`src/rtl/cacheline_adaptor.sv`:
```
// rtl/cacheline_adaptor.sv - 256-bit cache line to 64-bit 4-beat memory burst adaptor
//
// Sits between the L1 cache and main memory. It assembles four read beats
// into one line, or splits one write line into four beats. It then gives the
// cache a single-cycle completion pulse.
//
// Ports:
//   clk, rst             clock, synchronous active-high reset
//   line_i / line_o      cache write line / assembled read line
//   address_i            cache line address (offset bits ignored)
//   read_i, write_i      cache line requests (read wins if both)
//   resp_o               one-cycle line completion pulse
//   burst_i / burst_o    memory read beat / write beat
//   address_o            32-byte aligned burst address, stable per transfer
//   read_o, write_o      memory burst requests
//   resp_i               memory beat valid (read) / accepted (write)
module cacheline_adaptor #(
  parameter int s_line   = 256,
  parameter int s_burst  = 64,
  parameter int s_offset = 5
) (
  input  logic               clk,
  input  logic               rst,
  input  logic [s_line-1:0]  line_i,
  output logic [s_line-1:0]  line_o,
  input  logic [31:0]        address_i,
  input  logic               read_i,
  input  logic               write_i,
  output logic               resp_o,
  input  logic [s_burst-1:0] burst_i,
  output logic [s_burst-1:0] burst_o,
  output logic [31:0]        address_o,
  output logic               read_o,
  output logic               write_o,
  input  logic               resp_i
);

  localparam int beats = s_line / s_burst;
  localparam int cw    = $clog2(beats);

  typedef enum logic [1:0] {IDLE, READ, WRITE, DONE} state_t;

  state_t            state;
  state_t            state_n;
  logic [cw-1:0]     count;
  logic [s_line-1:0] wbuf;
  logic              last_beat;

  // The final beat is the one accepted while the counter sits at its top value.
  // The counter then wraps to zero on the same edge that leaves the state.
  assign last_beat = resp_i && (count == cw'(beats - 1));

  // State register
  always_ff @(posedge clk) begin
    if (rst) begin
      state <= IDLE;
    end else begin
      state <= state_n;
    end
  end

  // Next-state logic
  always_comb begin
    state_n = state;
    case (state)
      IDLE: begin
        if (read_i) begin
          state_n = READ;
        end else if (write_i) begin
          state_n = WRITE;
        end
      end
      READ: begin
        if (last_beat) begin
          state_n = DONE;
        end
      end
      WRITE: begin
        if (last_beat) begin
          state_n = DONE;
        end
      end
      DONE: begin
        // Requests are not sampled here: the cache drops them on resp_o.
        state_n = IDLE;
      end
      default: state_n = IDLE;
    endcase
  end

  // Output logic
  always_comb begin
    read_o  = 1'b0;
    write_o = 1'b0;
    resp_o  = 1'b0;
    burst_o = '0;
    case (state)
      READ:  read_o = 1'b1;
      WRITE: begin
        write_o = 1'b1;
        burst_o = wbuf[s_burst*count +: s_burst];
      end
      DONE:  resp_o = 1'b1;
      default: ;
    endcase
  end

  // Datapath: burst address, beat counter, write buffer, read line
  always_ff @(posedge clk) begin
    if (rst) begin
      count     <= '0;
      address_o <= '0;
      wbuf      <= '0;
      line_o    <= '0;
    end else begin
      case (state)
        IDLE: begin
          if (read_i || write_i) begin
            count     <= '0;
            address_o <= {address_i[31:s_offset], {s_offset{1'b0}}};
          end
          if (!read_i && write_i) begin
            wbuf <= line_i;
          end
        end
        READ: begin
          if (resp_i) begin
            line_o[s_burst*count +: s_burst] <= burst_i;
            count <= count + 1'b1;
          end
        end
        WRITE: begin
          if (resp_i) begin
            count <= count + 1'b1;
          end
        end
        default: ;
      endcase
    end
  end

endmodule
```
`config.mk`:
```
export PLATFORM = sky130hd
export DESIGN_NAME = cacheline_adaptor
export DESIGN_NICKNAME = d
export VERILOG_FILES = /design/src/rtl/cacheline_adaptor.sv
export SDC_FILE = /design/constraint.sdc
export NUM_CORES = 1
export LEC_CHECK = 0
export ABC_AREA = 1
export BUFFER_PORTS_ARGS = -buffer_cell sky130_fd_sc_hd__buf_2
export CELL_PAD_IN_SITES_DETAIL_PLACEMENT = 0
export CELL_PAD_IN_SITES_GLOBAL_PLACEMENT = 1
export CORE_AREA = 2 2 279 281
export DETAILED_ROUTE_END_ITERATION = 16
export DIE_AREA = 0 0 281 283
export HOLD_SLACK_MARGIN = 0.15
export PLACE_DENSITY = 0.66
export SLEW_MARGIN = 20
export SYNTH_ARGS = -nofsm -noshare
export SYNTH_HDL_FRONTEND = slang
export SYNTH_SLANG_ARGS = --single-unit
```
`constraint.sdc`:
```
create_clock -name clk -period 6.48 [get_ports clk]
set_input_delay 0 -clock clk [delete_from_list [all_inputs] [get_ports clk]]
set_output_delay 0 -clock clk [all_outputs]
set_load 0.05 [all_outputs]
```
* Yosys cells after proc, flatten, opt, wreduce, memory -nomap -nowiden *
Cells that the tools add are included.

cells by class
  $add $sub $neg = 2
  eq/ne operators = 8
  shift-type cells = 3
  muxes and demuxes = 12
  reductions and logical operators = 12

operator list
  operator                   count
  $bwmux 256                 1
  $shift 64x34->256 const A  1
  $shiftx 256x9->64          1
  $shiftx 64x34->256         1
  $mux 64                    1
  $neg 8->34                 1
  $mux 2                     5
  $reduce_and 2->1           4
  $eq 2x2->1 const B         3
  $pmux 2 s3                 1
  $ne 2x1->1 const B         2
  $pmux 2 s2                 1
  $mux 1                     3
  $ne 3x3->1 const B         1
  $reduce_and 3->1           1
  $add 2x1->2 const B        1
  $eq 2x1->1 const B         1
  $logic_and 1x1->1          2
  $logic_not 2->1            1
  $ne 2x2->1 const B         1
  $reduce_bool 2->1          1
  $reduce_or 2->1            1
  $logic_not 1->1            1
  $logic_or 1x1->1           1

storage, ports and cells
  bits in registers = 543
  bits of input ports = 357
  output and inout bits = 355
  logic and storage cells = 42

* Longest topological paths before layout *
  depth in word-level cells = 4
  mapped depth = 12
  depth with buffers taken out = 7

* Least setup slack after synthesis *
Ideal clock, no wire load.

  path type = register -> register
  start point = reg count[0]
  end point = reg line_o[192]
  setup time = 0.070 ns
  data arrival time = 2.095 ns
  data required time = 6.410 ns
  setup slack = 4.315 ns
  cell stages (with the launch flop) = 12
  path buffers = 4
  period minus slack after synthesis = 2.165 ns
  cell sequence = dfxtp_1 buf_2 clkbuf_1 buf_2 inv_1 ha_1 inv_2 nand2_1 nor2_2 buf_2 nand2_1 a21oi_1

on the way
  cells in the longest elaborated chain, start to end = 3
  elaborated cells between the ends (all ways) = 4
  classes of those cells = add/sub (1); shift (2); mux (1)

RTL lines
  item                                                     RTL line  source
  start: declaration                                       45        logic [cw-1:0] count;
  start signal: assignment                                 129       count <= count + 1'b1;
  start signal: assignment                                 134       count <= count + 1'b1;
  $neg 8->34 *                                             128       line_o[s_burst*count +: s_burst] <= burst_i;
  $shiftx 64x34->256 or $shift 64x34->256 (tied branches)  128
  $bwmux 256 *                                             128
  end signal: indexed assignment                           128
  end: declaration                                         25        output logic [s_line-1:0] line_o,

Mark *: on every way between the ends. The rest lies on a longest branch, timed or not.
A chain may end at the register's enable or synchronous reset.

* Worst setup path in the final report *
  start point = reg count[0]
  end point = out burst_o[36]

on the way
  cells in the longest elaborated chain, start to end = 2

RTL lines
  item               RTL line  source
  $shiftx 256x9->64  101       burst_o = wbuf[s_burst*count +: s_burst];
  $mux 64            97        case (state)
  end: declaration   31        output logic [s_burst-1:0] burst_o,

Every way passes these cells.

==> results by group <==
Run status
  • Status: completed

Critical path
  • Delay-heaviest family, CP: buffers and inverters
  • Critical Path Source Type: register
  • Critical path's most frequent cell: buf_4
  • Worst path slowest cell: dfxtp_4
  • Slowest stage delay, CP: 0.99 ns
  • Critical Path AT: 4.25 ns
  • CP required: about 6.5 ns
  • Cells along the critical path: buf_4, buf_4, o211ai_1, a21oi_1, buf_2
  • Crit. End Element: primary output
  • CP Buf/Inv Count: 3
  • Maximum fanout along the worst path: between 80 and 90
  • Crit path kind: reg -> out

Clocking
  • Clock Path Buffers: 3
  • Clk slew on worst S/H paths: ~0.06 ns
  • CTS tree: built
  • Root Driver: clkbuf_16
  • Buffer count from post-CTS setup fixing: 0
  • CTS Sinks: approximately 540
  • Clock Latency Late Sink: 0.61 ns
  • H-tree depth: 3
  • CTS Buf Count: 66

Cells and area
  • Fillers: approximately 8000
  • Layout area overhead: 45.4%
  • Reg area: around 0.011 mm²
  • # nets final: ~4200
  • Final core occ: between 40% and 50%
  • Multi-input logic area: 0.00889 mm²
  • Share of layout cells above drive strength 1: between 20% and 30%

Worst hold path
  • Min-Delay Path Class: in -> reg

Route
  • DRT iter0 DRCs: 1367
  • Drt drc: 0
  • Routed Wire Length: a little under 90000 µm
  • Final antenna-violating net count: 0
  • DR WL/cell: 17.5 µm
  • DR vias: about 23000
  • Drt first pass iters: 6
  • Via density: ~4.6

Floorplan
  • Top-level I/O count: 712
  • Row count: around 100
  • DIE HEIGHT: ~280 µm
  • Die Width: roughly 280 µm
  • Core region area: ~0.077 mm²
  • Die area: approximately 0.08 mm²
  • Initial core utilization: ~29%

GRT
  • Overall routing resource usage: about a fifth
  • Total congestion overflow: 0
  • Vias in the first global route: between 20000 and 25000
  • First-pass GRT wire length: between 100000 and 150000 µm
  • Initial antenna violation count: 17
  • Largest net degree at the start of global routing: around 260

STA
  • Setup-failing EPs final: 0
  • RSZ-0062 raised after global routing: no
  • Worst clock skew: between 0.015 and 0.02 ns
  • Hold Fails Final Rpt: 0
  • Tcrit/Tclk final: around two thirds
  • Tmin final: 4.25 ns
  • Peak Freq: ~0.24 GHz
  • TNS Setup: 0 ns
  • Slew headroom: 29.7%
  • Worst-Margin Slew: about 1.1 ns
  • Slew Limit Fails: 0
  • Hold WS: 0.203 ns

Yosys
  • Post-Syn Area: 0.0220 mm²
  • Synth Register Bits: approximately 540
  • Area contributors post-synth: dfxtp_1, a21oi_1, o21ai_0
  • Ys Warns: 0
  • Synth top cells by count: a21oi_1, dfxtp_1, nand2_1
  • Post-synth top area share: 49.3%
  • Syn Area/Cell: roughly 7.5 µm²
  • Yosys cell types: 21
  • Post-synth top flop: dfxtp_1
  • Post-Synthesis Cells: about 3000
  • Ys async rst share: 0%
  • Register area share after synthesis: 49.3%
  • Post-synth EDFFs: 0
  • Count leader, synth: a21oi_1
  • Largest area contributor in the netlist: dfxtp_1

Pwr
  • PD cells: roughly 350 mW/mm²
  • Total power: between 10 and 15 mW
  • Peak supply drop: 209 µV
  • Leakage power: 13.5 nW

Place
  • RePlAce Congestion: about 0.80
  • # port buffers: 701
  • Detailed Place HPWL: around 56000 µm

Job
  • Max-cap violations: 0
## state kept, by name, summed over array words and instances, names as in the netlist
register / count
line_o: 256
wbuf: 256
address_o: 27
count: 2
state: 2
## final cells by class
| type | instances | area share [%] |
|---|---|---|
| diodes | 16 | 0.125 |
| clock buffers | 102 | 6.05 |
| clock inverters | 6 | 0.234 |
| inverters | 336 | 3.96 |
| multi-input cells | 1818 | 27.7 |
| flip-flops and latches | 543 | 34.0 |
| well taps | 1040 | 4.06 |
| repair buffers | 1115 | 23.9 |
## metal layers
metal,share of wire (%),global-route usage [%]
met4,4.0,8.88
met2,46,34.9
met1,42,25.3
met5,0.015,0
met3,7.3,5.54
## metrics by stage
stage                     cell area, µm²  cells  setup WS [ns]
after floorplan                    22000   2956           4.31
after global placement             26100   4465           2.77
after detailed placement           26100   4466           2.75
after CTS                          32000   4959           2.16
after global routing               32000   4975           1.96
final                              32000   4976           2.23
## cell usage in the layout, fill, tap and decap left out, drive strengths merged
cell	count
nand3	134
clkbuf	102
diode	16
nor2	125
ha	11
buf	730
nand2	435
inv	337
a21oi	579
conb	5
o21ai	401
dfxtp	543
clkinv	5
dlygate4sd3	385
o211ai	128
## where the power goes
group          internal [mW]  switching (mW)  total [mW]  leakage [nW]
registers               3.83           0.260        4.09          4.43
logic                   1.03            2.68        3.71          8.10
clock network           2.05            1.48        3.53         0.980
## worst min-delay path: stages
cell	delay [ns]
dlygate4sd3_1	0.52
buf_2	0.09
o21ai_0	0.07
a21oi_1	0.10
## worst paths after layout
| check | from | endpoint | slack, ns | depth (start not counted) |
|---|---|---|---|---|
| max reg2reg | count[0] | line_o[74] | 2.80 | 9 |
| min reg2reg | wbuf[165] | wbuf[165] | 0.44 | 2 |
| max | count[0] | burst_o[36] | 2.23 | 5 |
| min | line_i[147] | wbuf[147] | 0.20 | 4 |
## timing repair
item | CTS | global route
hold buffers | 385 | 0
gates resized for setup | 0 | 0
endpoints found under the hold margin | 543 | 0
## kinds of logic (layout without fill, tap and decap cells)
family	after synthesis	in the layout	share of synthesized area (%)
other	1	21	0.0170
AO/OA/AOI/OAI	1108	1108	26.6
buffers and inverters	595	1559	10.6
AND/OR/NAND/NOR	694	694	12.7
adder cells (fa/ha/maj)	11	11	0.625
flip-flops	543	543	49.3
(Power assumes the default switching activity.)
